File: src/rtl/eth_mii_rx_if.sv
// MII receive bundle: PHY-side nibble inputs plus the assembled byte stream
// and frame terminator presented to the downstream byte-to-word packer.
interface eth_mii_rx_if;
  logic [3:0] mii_rxd;
  logic       mii_rxdv;
  logic       mii_rxer;
  logic [7:0] rxdata;
  logic       rxvalid;
  logic       rxeop;
  logic       rxerr;

  modport master (
    output mii_rxd, mii_rxdv, mii_rxer,
    input  rxdata, rxvalid, rxeop, rxerr
  );

  modport slave (
    input  mii_rxd, mii_rxdv, mii_rxer,
    output rxdata, rxvalid, rxeop, rxerr
  );
endinterface

File: src/rtl/eth_mii_rx.sv
// MII receive front end: strips preamble/SFD, pairs nibbles into bytes and
// emits a byte stream with a separate end-of-frame strobe and error qualifier.
module eth_mii_rx #(
  parameter int MAX_BYTES = 1536
) (
  input logic         clk,
  input logic         rst,
  eth_mii_rx_if.slave bus
);

  typedef enum logic [2:0] {SYNC, IDLE, PRE, LO, HI} state_t;

  localparam logic [11:0] MAX_CNT = 12'(MAX_BYTES);
  localparam logic [3:0]  NIB_PRE = 4'h5;
  localparam logic [3:0]  NIB_SFD = 4'hD;

  state_t      state_reg;
  logic [11:0] count_reg;
  logic        err_reg;
  logic [3:0]  lo_nib_reg;
  logic [7:0]  rxdata_reg;
  logic        rxvalid_reg;
  logic        rxeop_reg;
  logic        rxerr_reg;

  assign bus.rxdata  = rxdata_reg;
  assign bus.rxvalid = rxvalid_reg;
  assign bus.rxeop   = rxeop_reg;
  assign bus.rxerr   = rxerr_reg;

  always_ff @(posedge clk or posedge rst) begin
    if (rst) begin
      state_reg   <= SYNC;
      count_reg   <= '0;
      err_reg     <= 1'b0;
      lo_nib_reg  <= '0;
      rxdata_reg  <= '0;
      rxvalid_reg <= 1'b0;
      rxeop_reg   <= 1'b0;
      rxerr_reg   <= 1'b0;
    end else begin
      rxvalid_reg <= 1'b0;
      rxeop_reg   <= 1'b0;
      rxerr_reg   <= 1'b0;
      case (state_reg)
        // Never join a frame mid-flight: wait for a carrier gap first.
        SYNC: begin
          if (!bus.mii_rxdv) state_reg <= IDLE;
        end
        IDLE, PRE: begin
          if (!bus.mii_rxdv) begin
            state_reg <= IDLE;
          end else if (bus.mii_rxd == NIB_PRE) begin
            state_reg <= PRE;
          end else if (bus.mii_rxd == NIB_SFD) begin
            state_reg <= LO;
            count_reg <= '0;
            err_reg   <= 1'b0;
          end else begin
            state_reg <= SYNC;
          end
        end
        LO: begin
          if (bus.mii_rxdv) begin
            lo_nib_reg <= bus.mii_rxd;
            if (bus.mii_rxer) err_reg <= 1'b1;
            state_reg <= HI;
          end else begin
            if (count_reg != 12'd0) begin
              rxeop_reg <= 1'b1;
              rxerr_reg <= err_reg;
            end
            state_reg <= IDLE;
          end
        end
        HI: begin
          if (bus.mii_rxdv) begin
            // Bytes past the limit are dropped but the frame is marked bad.
            if (count_reg < MAX_CNT) begin
              rxdata_reg  <= {bus.mii_rxd, lo_nib_reg};
              rxvalid_reg <= 1'b1;
              count_reg   <= count_reg + 12'd1;
            end else begin
              err_reg <= 1'b1;
            end
            if (bus.mii_rxer) err_reg <= 1'b1;
            state_reg <= LO;
          end else begin
            err_reg <= 1'b1;
            if (count_reg != 12'd0) begin
              rxeop_reg <= 1'b1;
              rxerr_reg <= 1'b1;
            end
            state_reg <= IDLE;
          end
        end
        default: state_reg <= SYNC;
      endcase
    end
  end

endmodule

File: src/flat_wrapper.sv
// flat-port wrapper written by rule: the top's interface ports become plain ports
module eth_mii_rx_flat 
#(
  parameter int MAX_BYTES = 1536
)
  (clk, rst, bus_mii_rxd, bus_mii_rxdv, bus_mii_rxer, bus_rxdata, bus_rxvalid, bus_rxeop, bus_rxerr);
  eth_mii_rx_if bus_i ();
  input logic clk;
  input logic rst;
  input wire logic [$bits(bus_i.mii_rxd)-1:0] bus_mii_rxd;
  input wire logic [$bits(bus_i.mii_rxdv)-1:0] bus_mii_rxdv;
  input wire logic [$bits(bus_i.mii_rxer)-1:0] bus_mii_rxer;
  output wire logic [$bits(bus_i.rxdata)-1:0] bus_rxdata;
  output wire logic [$bits(bus_i.rxvalid)-1:0] bus_rxvalid;
  output wire logic [$bits(bus_i.rxeop)-1:0] bus_rxeop;
  output wire logic [$bits(bus_i.rxerr)-1:0] bus_rxerr;
  assign bus_i.mii_rxd = bus_mii_rxd;
  assign bus_i.mii_rxdv = bus_mii_rxdv;
  assign bus_i.mii_rxer = bus_mii_rxer;
  assign bus_rxdata = bus_i.rxdata;
  assign bus_rxvalid = bus_i.rxvalid;
  assign bus_rxeop = bus_i.rxeop;
  assign bus_rxerr = bus_i.rxerr;
  eth_mii_rx #(.MAX_BYTES(MAX_BYTES)) u_core (.clk(clk), .rst(rst), .bus(bus_i));
endmodule
File: config.mk
export PLATFORM = sky130hd
export DESIGN_NAME = eth_mii_rx_flat
export DESIGN_NICKNAME = d
export VERILOG_FILES = /design/src/rtl/eth_mii_rx_if.sv /design/src/rtl/eth_mii_rx.sv /design/src/flat_wrapper.sv
export SDC_FILE = /design/constraint.sdc
export NUM_CORES = 1
export LEC_CHECK = 0
export ABC_AREA = 1
export CORE_MARGIN = 2
export CORE_UTILIZATION = 40
export CTS_CLUSTER_SIZE = 14
export DETAILED_ROUTE_END_ITERATION = 12
export PLACE_DENSITY_LB_ADDON = 0.08
export RECOVER_POWER = 100
export SETUP_SLACK_MARGIN = 0.3
export SYNTH_ARGS = -nofsm -noshare
export SYNTH_HDL_FRONTEND = slang
export SYNTH_SLANG_ARGS = --single-unit
File: constraint.sdc
create_clock -name clk -period 3.1 [get_ports clk]
set_clock_uncertainty 0.2 [all_clocks]
set_input_delay 0.465 -clock clk [delete_from_list [all_inputs] [get_ports clk]]
set_output_delay 0.465 -clock clk [all_outputs]
set_load 0.01 [all_outputs]
==> results of run 1 <==
-- through the flow --
| stage | utilization, % | cells | total power, uW | hold slack (ns) |
|---|---|---|---|---|
| 6_report | 49.00 | 281 | 947.0 | 0.2780 |
| 5_1_grt | 49.00 | 281 | 999.4 | 0.2938 |
| 4_1_cts | 49.67 | 281 | 977.4 | 0.2761 |
| 3_5_place_dp | 46.68 | 273 | 561.0 | 0.2627 |
| 3_3_place_gp | 46.68 | 273 | 558.1 | 0.2584 |
| 2_1_floorplan | - | 208 | 511.7 | 0.2420 |
-- cells in the final DEF (no fill, tap or decap) --
master           synthesis  layout
inv_2                    2       2
nor2_1                  17      18
nand4_1                  1       1
dlygate4sd3_1            0      14
ha_1                     2       2
clkdlybuf4s50_1          0       4
nand2_4                  1       1
nor3_4                   1       1
nand3b_1                 1       1
xor2_1                   3       3
buf_4                    0       2
bufinv_16                0       1
nand2_2                  3       1
nand3_1                 14      14
dfrtp_1                 31      31
nor3b_1                  1       1
nand3_2                  1       1
nor3_1                   6       6
clkinv_2                 0       1
clkbuf_8                 0       6
inv_1                   26      26
a21oi_1                  7       7
o21ai_0                  4       9
nor2_4                   2       2
o211ai_1                 1       1
nand2_1                 73      75
-- path summary, 6_finish.rpt --
kind | startpoint | to | slack (ns) | cells past startpoint
min | u_core.err_reg$_DFFE_PP0P_ | u_core.err_reg$_DFFE_PP0P_ | 0.28 | 2
min in group asynchronous | rst | u_core.bus.rxvalid$_DFF_PP0_ | 0.50 | 3
max in group asynchronous | rst | u_core.bus.rxeop$_DFF_PP0_ | 1.91 | 3
max | bus_mii_rxd[1] | u_core.count_reg[10]$_DFFE_PP0P_ | 1.05 | 9
max reg2reg | u_core.state_reg[2]$_DFFE_PP0P_ | u_core.count_reg[10]$_DFFE_PP0P_ | 1.39 | 7
min reg2reg | u_core.err_reg$_DFFE_PP0P_ | u_core.err_reg$_DFFE_PP0P_ | 0.28 | 2
-- cells by family (layout without fill, tap and decap cells) --
family | after synthesis | in the layout
adders and majority gates | 2 | 2
DFF | 31 | 31
AOI/OAI and AO/OA | 17 | 17
xor gates and xnor gates | 3 | 3
buffers and inverters | 33 | 56
and+or+nand+nor | 122 | 122
-- Yosys cell counts --
cell type,instances
nand2_2,3
nand3b_1,1
dfrtp_1,31
nand2_1,73
o211ai_1,1
buf_2,2
nand3_1,14
inv_2,2
nand2_4,1
nor2_1,17
nor3_1,6
a21oi_1,7
nor3_4,1
ha_1,2
nor2_2,1
xor2_1,3
nor3b_1,1
inv_1,26
nand3_2,1
nor2_4,2
nand4_1,1
o21ai_2,5
o21ai_0,4
buf_6,3
-- routing by layer --
| metal | up-vias | wire, microns | global-route usage [%] |
|---|---|---|---|
| li1 | 688 | - | - |
| met1 | 627 | 1524 | 22.49 |
| met2 | 26 | 1586 | 29.04 |
| met3 | 8 | 127 | 3.333 |
| met4 | 0 | 70 | 9.000 |
| met5 | - | 0 | 0 |
-- area by class of cell --
cell class	instances	area [sq um]
clock inverter	2	35.03
timing repair buffer	20	195.2
tap	50	62.56
sequential	31	775.7
inverter	28	105.1
multi-input combinational	144	675.6
clock buffer	6	82.58
fill	379	2011
-- power by group --
| group | switching, uW | internal, uW |
|---|---|---|
| clock network | 148 | 260 |
| logic | 51.7 | 42.3 |
| registers | 14.0 | 431 |
| total | 214 | 733 |
-- worst min-delay path: stages (launching register included) --
cell	delay (ns)
dfrtp_1	0.35
nand2_1	0.05
nand2_1	0.04
==> flow_summary.json, run 1 <==
{
  "cts_tree": "yes",
  "slew_headroom_pct": 73.83,
  "cp.required_ns": 3.07,
  "critPathMaxStageDelay_ns": 0.53,
  "syn_nets": 218,
  "end_kind": "flop",
  "synthDistinctLibCells": 24,
  "place_ws_ns": 0.9515,
  "grt_use_total_pct": 17.80,
  "hold_class": "flop to flop",
  "port_buffers": 18,
  "root_buffer": "clkbuf_8",
  "setup_ws_ns": 1.054,
  "worst_pin_slew_ns": 0.3926,
  "muxShareOfSynthArea_pct": 0,
  "core_sq_um": 3943,
  "vias": 1349,
  "synthXorXnorAreaFrac_pct": 1.615,
  "ys_ff_latch": 31,
  "largest_register_ffs": 12,
  "dpl.hpwl_microns": 2375,
  "io_pins": 19,
  "finalWirelength_microns": 3309,
  "power.density_nw_per_um2": 490.2,
  "crit_fanout": 11,
  "synthTopCellsByArea": "dfrtp_1, nand2_1, inv_1",
  "cts_buffers": 5,
  "crit_buf_inv": 2,
  "synth_top_area_share_pct": 47.69,
  "slew_violations": 0,
  "clock_latency_ns": 0.28,
  "path_class": "input pin to flop",
  "ctsResizeCount": 0,
  "dieArea_sq_um": 4593,
  "grt_pass1_vias": 1341,
  "antenna_found_initial": 0,
  "drc_errors": 0,
  "period_minus_slack_ns": 2.046,
  "synthesis.area_sq_um": 1627,
  "routedWlPerCell_microns": 11.78,
  "yosys.area_share.simple_pct": 33.46,
  "synth_compound_area_share_pct": 6.538,
  "clk_path_buf_depth": 2,
  "num_rows": 23,
  "leakagePower_uw": 0.0009999,
  "antenna_cells": 0,
  "area_growth_pct": 18.77,
  "via_per_inst": 4.801,
  "grt_pass1_wl_microns": 6016,
  "timing.final.crit_share_pct": 66.01,
  "peakVddDrop_mv": 0.2673,
  "grt_max_degree": 32,
  "synth-seq-area-share_pct": 47.69,
  "timing.critical_path.mode_cell": "nand2_1",
  "die_w_microns": 67.77,
  "drt_iter0_markers": 69,
  "final_hold_viol_count": 0,
  "initial_core_util_pct": 41.26,
  "synth_top_area_cell": "dfrtp_1",
  "first_pass_iters": 4,
  "drive_above_1_share_pct": 7.792,
  "status": "finished clean",
  "die_h_microns": 67.77,
  "holdBufCountCts": 0,
  "cp_slowest_cell": "dlygate4sd3_1",
  "rsz0062_at_grt": "no",
  "path_delay_family": "simple AND/OR/NAND/NOR gates",
  "setup_violations": 0,
  "clk_pin_slew_worst_paths_ns": 0.07,
  "design_area_sq_um": 1932,
  "synth_top_family_by_area": "simple AND/OR/NAND/NOR gates",
  "clock.fmax_mhz": 488.7,
  "cp_data_arrival_time_ns": 2.01,
  "cts.sinks": 31,
  "ys_warn_count": 0,
  "cap_violations": 0,
  "syn_area_per_cell_sq_um": 7.820,
  "gp_congestion": 0.8599,
  "finalSetupTns_ns": 0,
  "postRouteAntennaNets": 0,
  "crit_path_cell_trace": "dlygate4sd3_1 -> inv_1 -> nand2_1 -> nor2_1 -> nor2_1 -> nor2_4 -> nand2_1 -> nand2_1 -> nand2_1",
  "netlist_instances": 208,
  "start_kind": "input pin",
  "post_dp_cell_area_sq_um": 1841,
  "synth_fa_ha_area_share_pct": 1.538,
  "cts_setup_buffers": 0,
  "ctsHtreeMaxLevel": 2,
  "overflow": 0,
  "fin_nets": 240
}
Power figures use the tool's default switching activity.
==> run 2, diff against run 1 <==
==> constraint.sdc (replaced) <==
create_clock -name clk -period 1.7 [get_ports clk]
set_clock_uncertainty 0.2 [all_clocks]
set_input_delay 0.255 -clock clk [delete_from_list [all_inputs] [get_ports clk]]
set_output_delay 0.255 -clock clk [all_outputs]
set_load 0.01 [all_outputs]
==> flow_summary.json, run 2 (synthesized netlist as in run 1, its figures left out) <==
{
  "rsz0062_at_grt": "yes",
  "power.density_nw_per_um2": 750.3,
  "design_area_sq_um": 2447,
  "cts_tree": "yes",
  "vias": 1538,
  "drc_errors": 0,
  "initial_core_util_pct": 41.26,
  "power.share.combinational_pct": 13.4,
  "drt_iter0_markers": 124,
  "grt_max_degree": 32,
  "swShare_pct": 24.99,
  "grt_pass1_wl_microns": 6824,
  "largest_register_ffs": 12,
  "clock_latency_ns": 0.29,
  "p_switching_uw": 458.9,
  "gp_congestion": 0.8317,
  "met2WireLength_microns": 2302,
  "first_pass_iters": 4,
  "core_sq_um": 3943,
  "ctsHtreeMaxLevel": 2,
  "start_kind": "flop",
  "fin_nets": 269,
  "grt_use_total_pct": 20.30,
  "grt_pass1_vias": 1446,
  "clock.fmax_mhz": 636.1,
  "internal-power_uw": 1377,
  "slew_violations": 0,
  "root_buffer": "clkbuf_8",
  "port_buffers": 18,
  "clk_pin_slew_worst_paths_ns": 0.07,
  "clk_path_buf_depth": 2,
  "final_common_cell": "nand2_1",
  "cts.sinks": 31,
  "top_layer": "met4",
  "cap_violations": 0,
  "path_class": "flop to flop",
  "dieArea_sq_um": 4593,
  "antenna_cells": 0,
  "setup_ws_ns": 0.1278,
  "cp.required_ns": 1.68,
  "hold_slack_ns": 0.2614,
  "overflow": 0,
  "die_h_microns": 67.77,
  "die_w_microns": 67.77,
  "wl_met3_microns": 162,
  "worst_pin_slew_ns": 0.7895,
  "post_dp_cell_area_sq_um": 1947,
  "p_clk_share_pct": 41.8,
  "slew_headroom_pct": 47.37,
  "stdcell_count": 310,
  "end_kind": "flop",
  "leakagePower_uw": 0.001227,
  "routedWlPerCell_microns": 14.11,
  "hold_class": "input pin to flop",
  "setup_violations": 0,
  "peakVddDrop_mv": 0.4099,
  "place_ws_ns": -0.1547,
  "cp_data_arrival_time_ns": 1.55,
  "status": "finished clean",
  "dpl.hpwl_microns": 2401,
  "period_minus_slack_ns": 1.572,
  "layout_common_cells": "nand2_1, dfrtp_1, inv_1",
  "final_hold_viol_count": 0,
  "placed_cells": 282,
  "timing.final.crit_share_pct": 92.48,
  "antenna_found_initial": 0,
  "area_growth_pct": 50.46,
  "finalWirelength_microns": 4373,
  "wl_met1_microns": 1812,
  "cts_buffers": 5,
  "io_pins": 19,
  "num_rows": 23,
  "postRouteAntennaNets": 0,
  "drive_above_1_share_pct": 37.69,
  "pwr-share-seq_pct": 44.9,
  "crit_fanout": 6,
  "via_per_inst": 4.961
}
-- run 2: cell count changes in the layout (fill, tap and decap cells not counted), moves of 7 or more --
cell / change
nand2_1: -22
buf_4: +18
nand2_2: +16
dlygate4sd3_1: -13
nor2_1: -10
clkdlybuf4s25_1: +8
nand2_4: +7
nor2_4: +7
-- run 2: path summary, 6_finish.rpt --
check / from / cells past startpoint / slack, ns / to
max: u_core.state_reg[1]$_DFFE_PP0P_ / 9 / 0.13 / u_core.count_reg[0]$_DFFE_PP0P_
min reg2reg: u_core.lo_nib_reg[3]$_DFFE_PP0P_ / 2 / 0.30 / u_core.bus.rxdata[3]$_DFFE_PP0P_
max in group asynchronous: rst / 3 / 0.31 / u_core.state_reg[2]$_DFFE_PP0P_
min: bus_mii_rxd[0] / 4 / 0.26 / u_core.bus.rxdata[4]$_DFFE_PP0P_
min in group asynchronous: rst / 3 / 0.44 / u_core.count_reg[5]$_DFFE_PP0P_
max reg2reg: u_core.state_reg[1]$_DFFE_PP0P_ / 9 / 0.13 / u_core.count_reg[0]$_DFFE_PP0P_
-- run 2: routing by layer --
| metal | GRT usage, % | vias up |
|---|---|---|
| met5 | 0 | - |
| met4 | 9.000 | 0 |
| met3 | 3.833 | 12 |
| met2 | 33.33 | 36 |
| met1 | 25.98 | 740 |
| li1 | - | 750 |
-- run 2: metrics by stage --
| stage | power (uW) | TNS, ns | utilization (%) |
|---|---|---|---|
| 2_1_floorplan | 937.3 | 0 | - |
| 3_3_place_gp | 1042 | -0.9437 | 49.38 |
| 3_5_place_dp | 1049 | -1.875 | 49.38 |
| 4_1_cts | 1825 | 0 | 57.09 |
| 5_1_grt | 1912 | -0.0002593 | 62.08 |
| 6_report | 1836 | 0 | 62.08 |
-- run 2: final cells by class --
cell class              instances  area (sq um)
multi-input cells             145         910.9
inverters                      28         107.6
repair buffers                 48         471.7
clock buffers                   6         82.58
fillers                       347          1495
clock inverters                 2         35.03
well taps                      50         62.56
flip-flops and latches         31         777.0
-- run 2: what timing repair did --
action,in CTS,in global routing
setup buffers,9,7
hold buffers,0,0
gates cloned,2,2
setup endpoints to repair,37,32
pin swaps,6,15
resized for setup,51,44
-- run 2: worst max-delay path: stages (launching register included) --
cell and delay, ns:
dfrtp_1 0.41, inv_1 0.06, nand2_1 0.10, nand3_1 0.16, inv_2 0.11, nand2_2 0.06, nand2_4 0.11, nand2_4 0.09
nand2_1 0.11, nand2_2 0.05
-- run 2: power groups by stage --
stage          logic [uW]  clock network (uW)  registers, uW
2_1_floorplan         104                   0            833
3_3_place_gp          218                   0            825
3_5_place_dp          223                   0            826
4_1_cts               234                 779            813
5_1_grt               274                 809            830
6_report              245                 767            824
==> run 3, diff against run 2 <==
--- a/config.mk
+++ b/config.mk
@@ -7,7 +7,7 @@
 export LEC_CHECK = 0
 export ABC_AREA = 1
 export CORE_MARGIN = 2
-export CORE_UTILIZATION = 40
+export CORE_UTILIZATION = 49
 export CTS_CLUSTER_SIZE = 14
 export DETAILED_ROUTE_END_ITERATION = 12
 export PLACE_DENSITY_LB_ADDON = 0.08
==> flow_summary.json, run 3 (synthesized netlist as in run 1, its figures left out) <==
{
  "status": "finished clean",
  "postRouteAntennaNets": 0,
  "design_area_sq_um": 2326,
  "timing.final.crit_share_pct": 93.35,
  "fin_nets": 274,
  "drive_above_1_share_pct": 35.85,
  "crit_path_cell_trace": "nor2_4 -> nand2_4 -> nor3_4 -> buf_6 -> buf_12 -> nor2_1 -> a21oi_2",
  "die_h_microns": 61.62,
  "drt_iter0_markers": 86,
  "start_kind": "flop",
  "cts_buffers": 5,
  "crit_buf_inv": 2,
  "grt_use_total_pct": 23.77,
  "p_switching_uw": 429.7,
  "grt_pass1_vias": 1454,
  "path_class": "flop to flop",
  "final_common_cell": "nand2_1",
  "fin_util_pct": 74.96,
  "setup_violations": 0,
  "power.density_nw_per_um2": 675.9,
  "end_kind": "flop",
  "wl_met3_microns": 259,
  "internal-power_uw": 1142,
  "io_pins": 19,
  "critPathMaxStageDelay_ns": 0.46,
  "worst-path-stages": 7,
  "clk_pin_slew_worst_paths_ns": 0.10,
  "power.share.combinational_pct": 16.0,
  "pwr-share-seq_pct": 51.8,
  "clock.fmax_mhz": 630.1,
  "core_sq_um": 3103,
  "drc_errors": 0,
  "dpl.hpwl_microns": 2420,
  "worst_r2r_path_depth": 7,
  "fillers": 238,
  "die_w_microns": 61.62,
  "port_buffers": 18,
  "cp_slowest_cell": "dfrtp_1",
  "num_rows": 20,
  "clock_latency_ns": 0.34,
  "via_per_inst": 5.204,
  "initial_core_util_pct": 52.42,
  "layout_common_cells": "nand2_1, dfrtp_1, buf_4",
  "root_buffer": "clkbuf_4",
  "leakagePower_uw": 0.001159,
  "swShare_pct": 27.33,
  "met2WireLength_microns": 2299,
  "crit_fanout": 13,
  "place_ws_ns": -0.1178,
  "slew_headroom_pct": 48.32,
  "vias": 1608,
  "dieArea_sq_um": 3796,
  "cp_data_arrival_time_ns": 1.65,
  "first_pass_iters": 4,
  "top_layer": "met4",
  "period_minus_slack_ns": 1.587,
  "antenna_cells": 0,
  "grt_pass1_wl_microns": 6499,
  "cap_violations": 0,
  "largest_register_ffs": 12,
  "peakVddDrop_mv": 0.4192,
  "overflow": 0,
  "finalSetupTns_ns": 0,
  "ctsHtreeMaxLevel": 2,
  "rsz0062_at_grt": "yes",
  "power_uw": 1572,
  "finalWirelength_microns": 4405,
  "path_delay_family": "simple AND/OR/NAND/NOR gates",
  "cts.sinks": 31,
  "post_dp_cell_area_sq_um": 1927,
  "gp_congestion": 0.8203,
  "cp.required_ns": 1.77,
  "cts_tree": "yes",
  "clk_path_buf_depth": 2,
  "routedWlPerCell_microns": 14.26,
  "setup_ws_ns": 0.1131,
  "worstHoldPathCells": 2,
  "worst_pin_slew_ns": 0.7751,
  "area_growth_pct": 43.00,
  "slew_violations": 0,
  "wl_met1_microns": 1746,
  "grt_max_degree": 32,
  "antenna_found_initial": 0,
  "final_hold_viol_count": 0,
  "hold_class": "flop to flop",
  "p_clk_share_pct": 32.2
}
[run 3: stage by stage]
stage	hold WS [ns]	std cells
after floorplan	0.1585	208
after detailed placement	0.2602	276
final	0.2847	309
after CTS	0.1086	299
after global routing	0.3268	309
after global placement	0.2585	276
[run 3: worst paths after layout]
kind                                                 start                               end  slack (ns)
min reg2reg                     u_core.err_reg$_DFFE_PP0P_        u_core.err_reg$_DFFE_PP0P_        0.28
max                        u_core.state_reg[0]$_DFFE_PP0P_  u_core.bus.rxdata[6]$_DFFE_PP0P_        0.11
max in group asynchronous                              rst   u_core.state_reg[1]$_DFFE_PP0P_        0.37
max reg2reg                u_core.state_reg[0]$_DFFE_PP0P_  u_core.bus.rxdata[6]$_DFFE_PP0P_        0.11
min in group asynchronous                              rst   u_core.count_reg[6]$_DFFE_PP0P_        0.37
min                             u_core.err_reg$_DFFE_PP0P_        u_core.err_reg$_DFFE_PP0P_        0.28
[run 3: final cells by class]
| class | instances | area (sq um) | area share (%) |
|---|---|---|---|
| Sequential cell | 31 | 779.5 | 33.51 |
| Multi-Input combinational cell | 145 | 874.6 | 37.60 |
| Tap cell | 44 | 55.05 | 2.367 |
| Timing Repair Buffer | 53 | 440.4 | 18.93 |
| Clock buffer | 8 | 68.82 | 2.959 |
| Inverter | 28 | 107.6 | 4.626 |
[run 3: per-layer routing]
| metal | up-vias | track usage (%) |
|---|---|---|
| li1 | 759 | - |
| met1 | 774 | 30.28 |
| met2 | 63 | 39.70 |
| met3 | 12 | 5.042 |
| met4 | 0 | 8.815 |
| met5 | - | 0 |
[run 3: what timing repair did]
| item | CTS | global route |
|---|---|---|
| hold buffers | 0 | 0 |
| resized for setup | 59 | 38 |
| setup buffers | 13 | 9 |
| pin swaps | 8 | 8 |
| setup endpoints to repair | 38 | 38 |
| cloned | 2 | 1 |
[run 3: power groups by stage]
| stage | sequential, uW | clock, uW | combinational [uW] |
|---|---|---|---|
| after floorplan | 833 | 0 | 104 |
| after global routing | 821 | 551 | 278 |
| after global placement | 824 | 0 | 210 |
| after detailed placement | 828 | 0 | 217 |
| after CTS | 812 | 505 | 238 |
| final | 814 | 507 | 251 |
[run 3: worst register-to-register path: stages, from the launching register on]
cell,delay [ns]
dfrtp_1,0.46
nor2_4,0.19
nand2_4,0.10
nor3_4,0.17
buf_6,0.13
buf_12,0.13
nor2_1,0.06
a21oi_2,0.09
==> RTL change (flow settings as in run 2) <==
The 5 states of `state_t` get a Gray code encoding in 3 bits.
--- a/src/rtl/eth_mii_rx.sv
+++ b/src/rtl/eth_mii_rx.sv
@@ -9,5 +9,5 @@
 );
 
-  typedef enum logic [2:0] {SYNC, IDLE, PRE, LO, HI} state_t;
+  typedef enum logic [2:0] {SYNC = 3'b000, IDLE = 3'b001, PRE = 3'b011, LO = 3'b010, HI = 3'b110} state_t;
 
   localparam logic [11:0] MAX_CNT = 12'(MAX_BYTES);
Behaviour: same outputs for any inputs over 10 cycles, from zero or initial values and one cycle with rst high; not proved beyond that.
==> RTL change against run 2 <==
  * Synthesized area increased by 1.8%
  * Via count is 0.85% lower
  * Final area is 2.5% lower
  * Sequential cell count unchanged
  * Count of clock-buffer cells in the layout increased by 2
  * Synthesized cell count rose by 1.4%
  * Setup slack lost 0.0045 ns
  * Routed wire length down 7.9%
  * Die area grew 1.7%
  * Critical path depth stayed put
  * Utilization fell by 2.4 points
  * Highest routed layer unchanged
Power is not compared: it rests on default switching activity, and its combinational part moved more than twofold at a synthesized area within 25%.
==> RTL change: results (changes against run 2) <==
- DR iter-0 viols: 67 (-46%)
- Vias in the first global route: 1552 (+7.3%)
- Crit path max-delay family: flip-flops
- # Max-Cap Violations: 0 (unchanged)
- Port bufs: 18 (unchanged)
- Worst-case clock buffer depth: 2 (unchanged)
- Placer congestion estimate: 0.793 (-4.7%)
- Worst R2R End: u_core.count_reg[4]$_DFFE_PP0P_
- Non-filler cells, final: 325 (+4.8%)
- HPWL after detailed placement: 2.49 mm (+3.8%)
- Synth top area cells: dfrtp_1, nand2_1, inv_1, nor2_1, nand3_1
- Worst reg2reg path startpoint: u_core.state_reg[0]$_DFFE_PP0P_
- Pre-CTS setup slack: -0.258 ns (-0.104 ns)
- GRT Util Overall: 20.4% (+0.079 points)
- First-pass GRT wire length: 7.03 mm (+3.0%)
- Vias per inst: 4.69 (-5.4%)
- Worst Tran Pin Value: 0.763 ns (-0.0262 ns)
- Area after DPL: 2030 um2 (+4.5%)
- Antenna violations before repair: 0 (unchanged)
- Layout cells sized above 1: 33.1% (-4.6 points)
- Hold EP: u_core.lo_nib_reg[0]$_DFFE_PP0N_
- Inst Count DP: 296 (+5.0%)
- CTS Root Cell: clkbuf_8
- Library cells used by synthesis: 27 (+13%)
- Mapped Nets: 221 (+1.4%)
- Sequential share of the synthesized area: 46.9% (-0.83 points)
- Cell count after synthesis: 211 (+1.4%)
- Setup WS post-layout: 0.123 ns (-0.00453 ns)
- Worst Path Max Fanout: 5 (-1)
- Commonest cells post-synth: nand2_1, dfrtp_1, inv_1
- Arrival time worst endpoint: 1.59 ns (+0.04 ns)
- Ys Warns: 0 (unchanged)
- Final net count: 284 (+5.6%)
- Postcts setup bufs: 11 (+2)
- Status: finished, final reports clean
- Leakage power: 0.00116 uW
- Number of CTS-inserted buffers: 5 (unchanged)
- Worst vdd ir: 0.000458 V
- Fin Hold WS: 0.177 ns (-0.0843 ns)
- CTS resizes: 52 (+2.0%)
- CP peak stage delay: 0.40 ns
- WHS Path Cells: 3 (-1)
- Drt total wl: 4.03 mm (-7.9%)
[RTL change: worst min-delay path, stage by stage]
cell and delay (ns):
dlygate4sd2_1 0.23, nand2_1 0.06, o21ai_0 0.07
[RTL change: layer usage]
metal  vias up  track usage [%]  part of all wire [%]
met5         -                0                     0
met4         0             6.00                  0.77
met3         4             4.93                   2.9
met2        17             37.0                    54
met1       703             23.5                    42
li1        801                -                     -
[RTL change: layout make-up]
type | instances | area (um2)
Inverter | 32 | 121
Timing Repair Buffer | 57 | 463
Fill cell | 374 | 1610
Tap cell | 50 | 62.6
Sequential cell | 31 | 777
Multi-Input combinational cell | 147 | 863
Clock buffer | 8 | 100
[RTL change: cell families after synthesis]
logic type | count (synthesis) | share of synthesized area (%)
flops | 31 | 46.9
simple gates | 117 | 31.4
xor+xnor | 1 | 0.529
fa+ha+maj | 2 | 1.51
buf+inv | 35 | 9.45
compound gates | 25 | 10.2
[RTL change: power by group]
group,switching [uW],internal (uW)
Sequential,164,897
Clock,273,369
Combinational,413,356
Total,850,1620
